===== src/rtl/pe_broadcast_scheduler.sv =====
// Root-side scheduler for the activation broadcast phase: launches enabled PEs one at a
// time, waits for each completion packet, and reports layer completion, protocol errors and timeouts.
module pe_broadcast_scheduler #(
    parameter int NUM_PE            = 16,
    parameter int PE_IDX_WIDTH      = 4,
    parameter int DATA_WIDTH        = 16,
    parameter int ROUTER_ADDR_WIDTH = 16,
    parameter int TIMEOUT           = 4096,
    parameter int TO_CNT_WIDTH      = 13
) (
    input  logic                         clk,
    input  logic                         rst,
    input  logic                         layer_start,
    input  logic [NUM_PE-1:0]            pe_enable_mask,
    output logic [NUM_PE-1:0]            pe_start_calc,
    input  logic                         cpl_valid,
    output logic                         cpl_rdy,
    input  logic [ROUTER_ADDR_WIDTH-1:0] cpl_addr,
    input  logic [DATA_WIDTH-1:0]        cpl_data,
    output logic                         busy,
    output logic [PE_IDX_WIDTH-1:0]      cur_pe,
    output logic                         layer_done,
    output logic                         err_proto,
    output logic                         err_timeout
);

    typedef enum logic [1:0] {
        IDLE,
        LAUNCH,
        WAIT_CPL,
        DONE
    } state_t;

    localparam logic [TO_CNT_WIDTH-1:0] TO_LAST =
        TO_CNT_WIDTH'((TIMEOUT > 0) ? TIMEOUT - 1 : 0);

    state_t                    state_q, state_d;
    logic [NUM_PE-1:0]         pending_q, pending_d;
    logic [PE_IDX_WIDTH-1:0]   cur_pe_q, cur_pe_d;
    logic [TO_CNT_WIDTH-1:0]   to_cnt_q, to_cnt_d;
    logic                      err_proto_q, err_proto_d;
    logic                      err_timeout_q, err_timeout_d;

    logic [NUM_PE-1:0]         pending_clr;
    logic                      cpl_match;
    logic                      timeout_hit;
    logic                      unused_cpl_bits;

    // Only the address MSB and the index field of the data carry meaning here.
    assign unused_cpl_bits = ^{cpl_addr[ROUTER_ADDR_WIDTH-2:0],
                               cpl_data[DATA_WIDTH-1:PE_IDX_WIDTH]};

    // Lowest set bit of mask at or above index 'first'; callers guarantee one exists.
    function automatic logic [PE_IDX_WIDTH-1:0] find_lowest(
        input logic [NUM_PE-1:0] mask,
        input int unsigned       first
    );
        logic                    found;
        logic [PE_IDX_WIDTH-1:0] idx;
        found = 1'b0;
        idx   = '0;
        for (int unsigned i = 0; i < NUM_PE; i++) begin
            if (!found && i >= first && mask[i]) begin
                found = 1'b1;
                idx   = PE_IDX_WIDTH'(i);
            end
        end
        return idx;
    endfunction

    assign pending_clr = pending_q & ~(NUM_PE'(1) << cur_pe_q);
    assign cpl_match   = (state_q == WAIT_CPL) && cpl_valid
                         && cpl_addr[ROUTER_ADDR_WIDTH-1]
                         && (cpl_data[PE_IDX_WIDTH-1:0] == cur_pe_q);
    assign timeout_hit = (TIMEOUT > 0) && (state_q == WAIT_CPL)
                         && !cpl_match && (to_cnt_q == TO_LAST);

    always_comb begin
        state_d       = state_q;
        pending_d     = pending_q;
        cur_pe_d      = cur_pe_q;
        to_cnt_d      = to_cnt_q;
        err_proto_d   = err_proto_q;
        err_timeout_d = err_timeout_q;
        case (state_q)
            IDLE: begin
                if (layer_start) begin
                    pending_d     = pe_enable_mask;
                    err_proto_d   = 1'b0;
                    err_timeout_d = 1'b0;
                    if (|pe_enable_mask) begin
                        cur_pe_d = find_lowest(pe_enable_mask, 0);
                        state_d  = LAUNCH;
                    end else begin
                        cur_pe_d = '0;
                        state_d  = DONE;
                    end
                end
            end
            LAUNCH: begin
                to_cnt_d = '0;
                state_d  = WAIT_CPL;
            end
            WAIT_CPL: begin
                if (cpl_valid && !cpl_match) begin
                    err_proto_d = 1'b1;
                end
                if (timeout_hit) begin
                    err_timeout_d = 1'b1;
                end
                if (cpl_match || timeout_hit) begin
                    pending_d = pending_clr;
                    if (pending_clr == '0) begin
                        state_d = DONE;
                    end else begin
                        cur_pe_d = find_lowest(pending_clr, 32'(cur_pe_q) + 1);
                        state_d  = LAUNCH;
                    end
                end else if (TIMEOUT > 0) begin
                    to_cnt_d = to_cnt_q + 1'b1;
                end
            end
            DONE: begin
                state_d = IDLE;
            end
            default: begin
                state_d = IDLE;
            end
        endcase
    end

    always_ff @(posedge clk or negedge rst) begin
        if (!rst) begin
            state_q       <= IDLE;
            pending_q     <= '0;
            cur_pe_q      <= '0;
            to_cnt_q      <= '0;
            err_proto_q   <= 1'b0;
            err_timeout_q <= 1'b0;
        end else begin
            state_q       <= state_d;
            pending_q     <= pending_d;
            cur_pe_q      <= cur_pe_d;
            to_cnt_q      <= to_cnt_d;
            err_proto_q   <= err_proto_d;
            err_timeout_q <= err_timeout_d;
        end
    end

    always_comb begin
        pe_start_calc = '0;
        for (int unsigned i = 0; i < NUM_PE; i++) begin
            pe_start_calc[i] = (state_q == LAUNCH) && (cur_pe_q == PE_IDX_WIDTH'(i));
        end
    end

    assign cpl_rdy     = (state_q == WAIT_CPL);
    assign busy        = (state_q == LAUNCH) || (state_q == WAIT_CPL);
    assign layer_done  = (state_q == DONE);
    assign cur_pe      = cur_pe_q;
    assign err_proto   = err_proto_q;
    assign err_timeout = err_timeout_q;

endmodule


===== config.mk =====
export PLATFORM = sky130hd
export DESIGN_NAME = pe_broadcast_scheduler
export DESIGN_NICKNAME = d
export VERILOG_FILES = /design/src/rtl/pe_broadcast_scheduler.sv
export SDC_FILE = /design/constraint.sdc
export NUM_CORES = 1
export LEC_CHECK = 0
export ABC_AREA = 0
export ABC_CLOCK_PERIOD_IN_PS = 9200
export CAP_MARGIN = 20
export CORE_ASPECT_RATIO = 0.75
export CORE_UTILIZATION = 54
export CTS_BUF_LIST = sky130_fd_sc_hd__clkbuf_16
export CTS_CLUSTER_SIZE = 12
export DETAILED_ROUTE_END_ITERATION = 8
export GPL_TIMING_DRIVEN = 0
export PLACE_DENSITY = 0.95
export SETUP_SLACK_MARGIN = 0.3
export SLEW_MARGIN = 10
export SYNTH_ARGS = -nofsm -noshare
export SYNTH_HDL_FRONTEND = slang
export SYNTH_SLANG_ARGS = --single-unit

===== constraint.sdc =====
create_clock -name clk -period 9.2 [get_ports clk]
set_input_delay 0.92 -clock clk [delete_from_list [all_inputs] [get_ports clk]]
set_output_delay 0.92 -clock clk [all_outputs]
set_load 0.005 [all_outputs]

==> Yosys cells after proc, flatten, opt, wreduce, memory -nomap -nowiden <==
Index checks and enable logic that the tools add are counted.
{ "totals": {"output_inout_bits": 25, "register_bits": 37} }
{ "classes": {"n_addsub": 2, "magnitude_cmp": 16, "n_eq_ne": 26, "n_reduce_logical": 113, "n_bitwise": 2, "mux": 170, "n_shift": 1} }
{ "op_table": {"columns": ["operator", "count"], "rows": [
  ["4-bit 2-to-1 mux", 32],
  ["1-bit 2-to-1 mux", 125],
  ["1-bit logical AND", 68],
  ["4-bit by 5-bit greater-or-equal comparator with 1-bit output (first input constant)", 8],
  ["4-bit equality test (second input constant)", 8],
  ["16-bit 2-to-1 mux", 2],
  ["16-bit one-hot mux with 2 select lines", 1],
  ["1-bit logical NOT", 31],
  ["13-bit one-hot mux with 2 select lines", 1],
  ["3-bit by 5-bit greater-or-equal comparator with 1-bit output (first input constant)", 4],
  ["16-bit AND", 1],
  ["4-bit by 3-bit equality test with 1-bit output (second input constant)", 4],
  ["16-bit logical NOT", 1],
  ["16-bit NOT", 1],
  ["16-bit OR reduction", 1],
  ["1-bit by 4-bit << shifter with 16-bit output (first input constant)", 1],
  ["13-bit by 1-bit adder with 13-bit output (second input constant)", 1],
  ["13-bit by 12-bit equality test with 1-bit output (second input constant)", 1],
  ["13-bit 2-to-1 mux", 1],
  ["1-bit by 5-bit greater-or-equal comparator with 1-bit output (first input constant)", 2],
  ["2-bit by 5-bit greater-or-equal comparator with 1-bit output (first input constant)", 2],
  ["3-bit AND reduction", 3],
  ["4-bit by 2-bit equality test with 1-bit output (second input constant)", 2],
  ["2-bit 2-to-1 mux", 4],
  ["16 further kinds", 25]
]} }

==> Longest topological paths before layout <==
{ "depth": {"word_depth": 115, "mapped_depth": 12} }

==> Worst setup path before layout <==
OpenSTA, ideal clock, no wires.
{ "synth_path": {"kind": "register -> register", "from": "reg cur_pe_q[2], in the netlist cur_pe[2]", "to": "reg cur_pe_q[3], in the netlist cur_pe[3]", "setup_slack_ns": 6.154, "setup_time_ns": 0.087, "synth_period_minus_slack_ns": 3.046, "arrival_time_ns": 2.959, "t_required_ns": 9.113, "path_stages_with_launch": 12, "cell_sequence": "dfrtp_1 buf_2 buf_1 inv_1 ha_1 clkbuf_1 and3b_1 mux2i_1 o32ai_1 or2_2 or4_1 a22oi_1"} }
{ "synth_between": {"elab_chain_len": 113, "elab_cells_between_ends": 152, "classes_between": "1 x add/sub; 16 x order compare; 3 x eq/ne; 1 x shift; 76 x mux; 2 x bitwise; 53 x reduce/logical"} }
{ "synth_rtl": {"columns": ["item", "line", "rtl"], "rows": [
  ["start: declaration", "39", "logic [PE_IDX_WIDTH-1:0] cur_pe_q, cur_pe_d;"],
  ["start signal: assignment", "143", "cur_pe_q <= cur_pe_d;"],
  ["branches (longest 113 deep; another with 4-bit by 1-bit adder with 5-bit output)", null, null]
]} }
Parallel ways; which one is timed is not known. The select of a mux whose other input is x is not followed.
A chain may end at the register's enable or synchronous reset.

==> Final worst setup path <==
{ "layout_path": {"from": "reg cur_pe_q[2], in the netlist cur_pe[2]", "to": "reg cur_pe_q[0], in the netlist cur_pe[0]"} }
Same word-level chain as after synthesis.

==> impl_metrics.json <==
{
  "worst_ep_arrival_time_ns": 4.16,
  "synthTopCellsByCount": "52 x nor2_1, 43 x nand2_1, 37 x dfrtp_1",
  "wl_mm": 10.4,
  "area_delta_synth_final_pct": 23.2,
  "async_flop_share_pct": 100,
  "yosys_warnings": 0,
  "hp-start": "to_cnt_q[0]",
  "min_period_ns": 3.94,
  "syn_inst": 399,
  "clkTransAtPathRegs_ns": 0.06,
  "io_buffers": 49,
  "ios": 77,
  "relSlewSlack_pct": 43.2,
  "cts_resized": 0,
  "ir_drop_mv": 0.181,
  "layout_setup_ws_ns": 5.26,
  "crit_required_ns": 9.42,
  "r2r_cells": 12,
  "holdPathEnd": "to_cnt_q[0]",
  "r2r_end": "cur_pe[0]",
  "drive_gt1_share_pct": 6.58,
  "rsz0062_at_grt": "false",
  "worstPathCellList": "buf_2, buf_1, inv_1, ha_1, clkbuf_1, nand2b_1, o311ai_0, a21o_1, o21ai_0, o32ai_1, o2bb2ai_1, mux2_2",
  "grt_pass1_vias": 3056,
  "finalNetCount": 520,
  "cts_max_path_buffers": 2,
  "maxCapViolCount": 0,
  "fmax_ghz": 0.254,
  "crit_family": "compound AO/OA/AOI/OAI gates",
  "cts_tree": "built",
  "synthFlopType": "dfrtp_1",
  "crit_slowest_cell": "o311ai_0",
  "ctsHtreeMaxLevel": 2,
  "worst_pin_slew_ns": 0.852,
  "clock_skew_ns": 0.00698,
  "yosysSeqAreaShare_pct": 29.8,
  "synth_top_area_share_pct": 29.8,
  "grt_pass1_wl_mm": 16.0,
  "synth.cell_area_sq_mm": 0.00311,
  "rr_startpoint": "cur_pe[2]",
  "synth.net_count": 464,
  "yosysTopAreaCell": "dfrtp_1",
  "num_rows": 23,
  "dr.pass1.iters": 5,
  "fp.dieArea_sq_mm": 0.00606,
  "start_util_pct": 57.1,
  "min_period_over_period_pct": 42.8,
  "fill_cells": 429,
  "cp_slowest_stage_delay_ns": 0.56,
  "postRouteAntennaNets": 0,
  "path_class": "reg2reg",
  "antenna_found_initial": 0,
  "pwr_density_cell_mw_per_mm2": 305,
  "cts-hold-fix-buffers": 0,
  "dp_hpwl_mm": 7.88,
  "critPathMaxFanout": 10,
  "hp-class": "reg2reg",
  "finalSetupTns_ns": 0,
  "track_usage_pct": 36.4,
  "diodes": 0,
  "core_sq_mm": 0.00544,
  "wl_per_cell_microns": 19.6,
  "cts_setup_buffers": 0,
  "crit_buf_inv": 4,
  "synth.most_common_cell": "nor2_1",
  "clockRootBuffer": "clkbuf_16",
  "synth_edf_count": 0,
  "setup_viol": 0,
  "grt_max_degree": 38,
  "leakage_nw": 1.56,
  "die-height_microns": 67.7,
  "synth_seq_cells": 37,
  "hold_viol_final": 0,
  "die_w_microns": 89.6,
  "vias_per_cell": 6.45,
  "r2r_slack_ns": 5.26,
  "syn_avg_cell_area_sq_um": 7.78,
  "status": "complete, no violations",
  "gp_congestion": 0.958,
  "ys_types": 59,
  "pre_cts_ws_ns": 5.42,
  "cts.sinks": 37,
  "hold_depth": 1,
  "synth.top_cells.by_area": "dfrtp_1 30%, nor2_1 6.3%, ha_1 5.2%, nand2_1 5.2%, o21ai_0 5.0%",
  "maxSlewViolCount": 0,
  "cts_buffers": 5,
  "drt_iter0_markers": 470,
  "worst_setup_path_start_kind": "flop",
  "globalRouteOverflowTotal": 0,
  "insertion_delay_ns": 0.28,
  "vias": 3426,
  "cp-end-kind": "flop",
  "drc_errors": 0
}
==> per-layer routing <==
layer	vias to the layer above	GRT usage, %	wire length, microns
li1	1552	-	-
met1	1563	50.8	4340
met2	284	53.3	4290
met3	27	13.1	1560
met4	0	8.93	234
met5	-	0	0
==> where the power goes <==
group	switching (W)	total [W]	internal (W)
clock	0.0000686	0.000168	0.0000994
combinational	0.000431	0.000714	0.000283
sequential	0.0000711	0.000284	0.000213
total	0.000571	0.00117	0.000595
==> worst reg2reg max path: cells and delay by family, from the launching register on <==
family | cells | cell delay [ns]
simple gates | 1 | 0.30
mux | 1 | 0.18
flops | 1 | 0.49
fa+ha+maj | 1 | 0.31
compound gates | 5 | 1.48
buf+inv | 4 | 1.11
==> cell families after synthesis <==
kind of cell	share of synthesized area (%)
multiplexers	4.67
XOR/XNOR	3.67
buffers and inverters	4.59
adder cells (fa/ha/maj)	5.24
AO/OA/AOI/OAI	24.6
flip-flops	29.8
AND/OR/NAND/NOR	27.4
==> placed cells by master, fill, tap and decap left out, types with 3 or more instances in the layout <==
cell type and instances:
nor2_1 52, xor2_1 7, dfrtp_1 37, mux2_2 4, and4_1 3, a21oi_1 25
or3b_2 3, buf_2 7, o21ai_0 31, a21o_1 3, and3_1 5, a22o_1 13
nand2_1 43, nand2b_1 9, nor2b_1 10, nor3_1 9, or2_2 3, inv_1 15
or4_1 4, o21bai_1 3, clkbuf_16 5, o211ai_1 4, ha_1 13, clkdlybuf4s50_1 48
xnor2_1 6, and2_1 4, nor4_1 5, clkbuf_1 9, o32ai_1 3, nand3_1 9
mux2i_1 10, a211oi_1 5, a31oi_1 3, o21a_1 4, or3_1 3
==> sequential cells by signal (all words and copies together) (netlist names) <==
name	cells
pending_q	16
err_timeout	1
cur_pe	4
to_cnt_q	13
err_proto	1
state_q	2
==> metrics by stage <==
stage	instances	hold WS, ns	power, W	util, %	area, sq um
global route	531	0.561	0.00124	70.4	3830
global placement	523	0.495	0.000957	67.8	3690
CTS	531	0.529	0.00114	70.4	3830
floorplan	399	0.470	0.000730	-	3110
detailed placement	523	0.522	0.000966	67.7	3680
finish	531	0.536	0.00117	70.4	3830
==> layout make-up <==
class	count	area (sq um)	area share, %
Buffer	18	82.6	2.16
Clock buffer	5	125	3.27
Clock inverter	3	17.5	0.458
Inverter	16	60.1	1.57
Multi-Input combinational cell	328	2040	53.2
Sequential cell	37	926	24.2
Tap cell	75	93.8	2.45
Timing Repair Buffer	49	485	12.7
==> worst max path at each step <==
| stage | startpoint | cells after the start | endpoint | slack, ns |
|---|---|---|---|---|
| after floorplan | cur_pe[2] | 11 | cur_pe[3] | 6.15 |
| after global placement | cur_pe[2] | 12 | cur_pe[0] | 5.39 |
| after detailed placement | cur_pe[2] | 12 | cur_pe[0] | 5.42 |
| after CTS | cur_pe[2] | 12 | cur_pe[0] | 5.40 |
| after global routing | cur_pe[2] | 12 | cur_pe[0] | 4.96 |
| final | cur_pe[2] | 12 | cur_pe[0] | 5.26 |
Note: power is estimated with default switching activity, not from simulation.
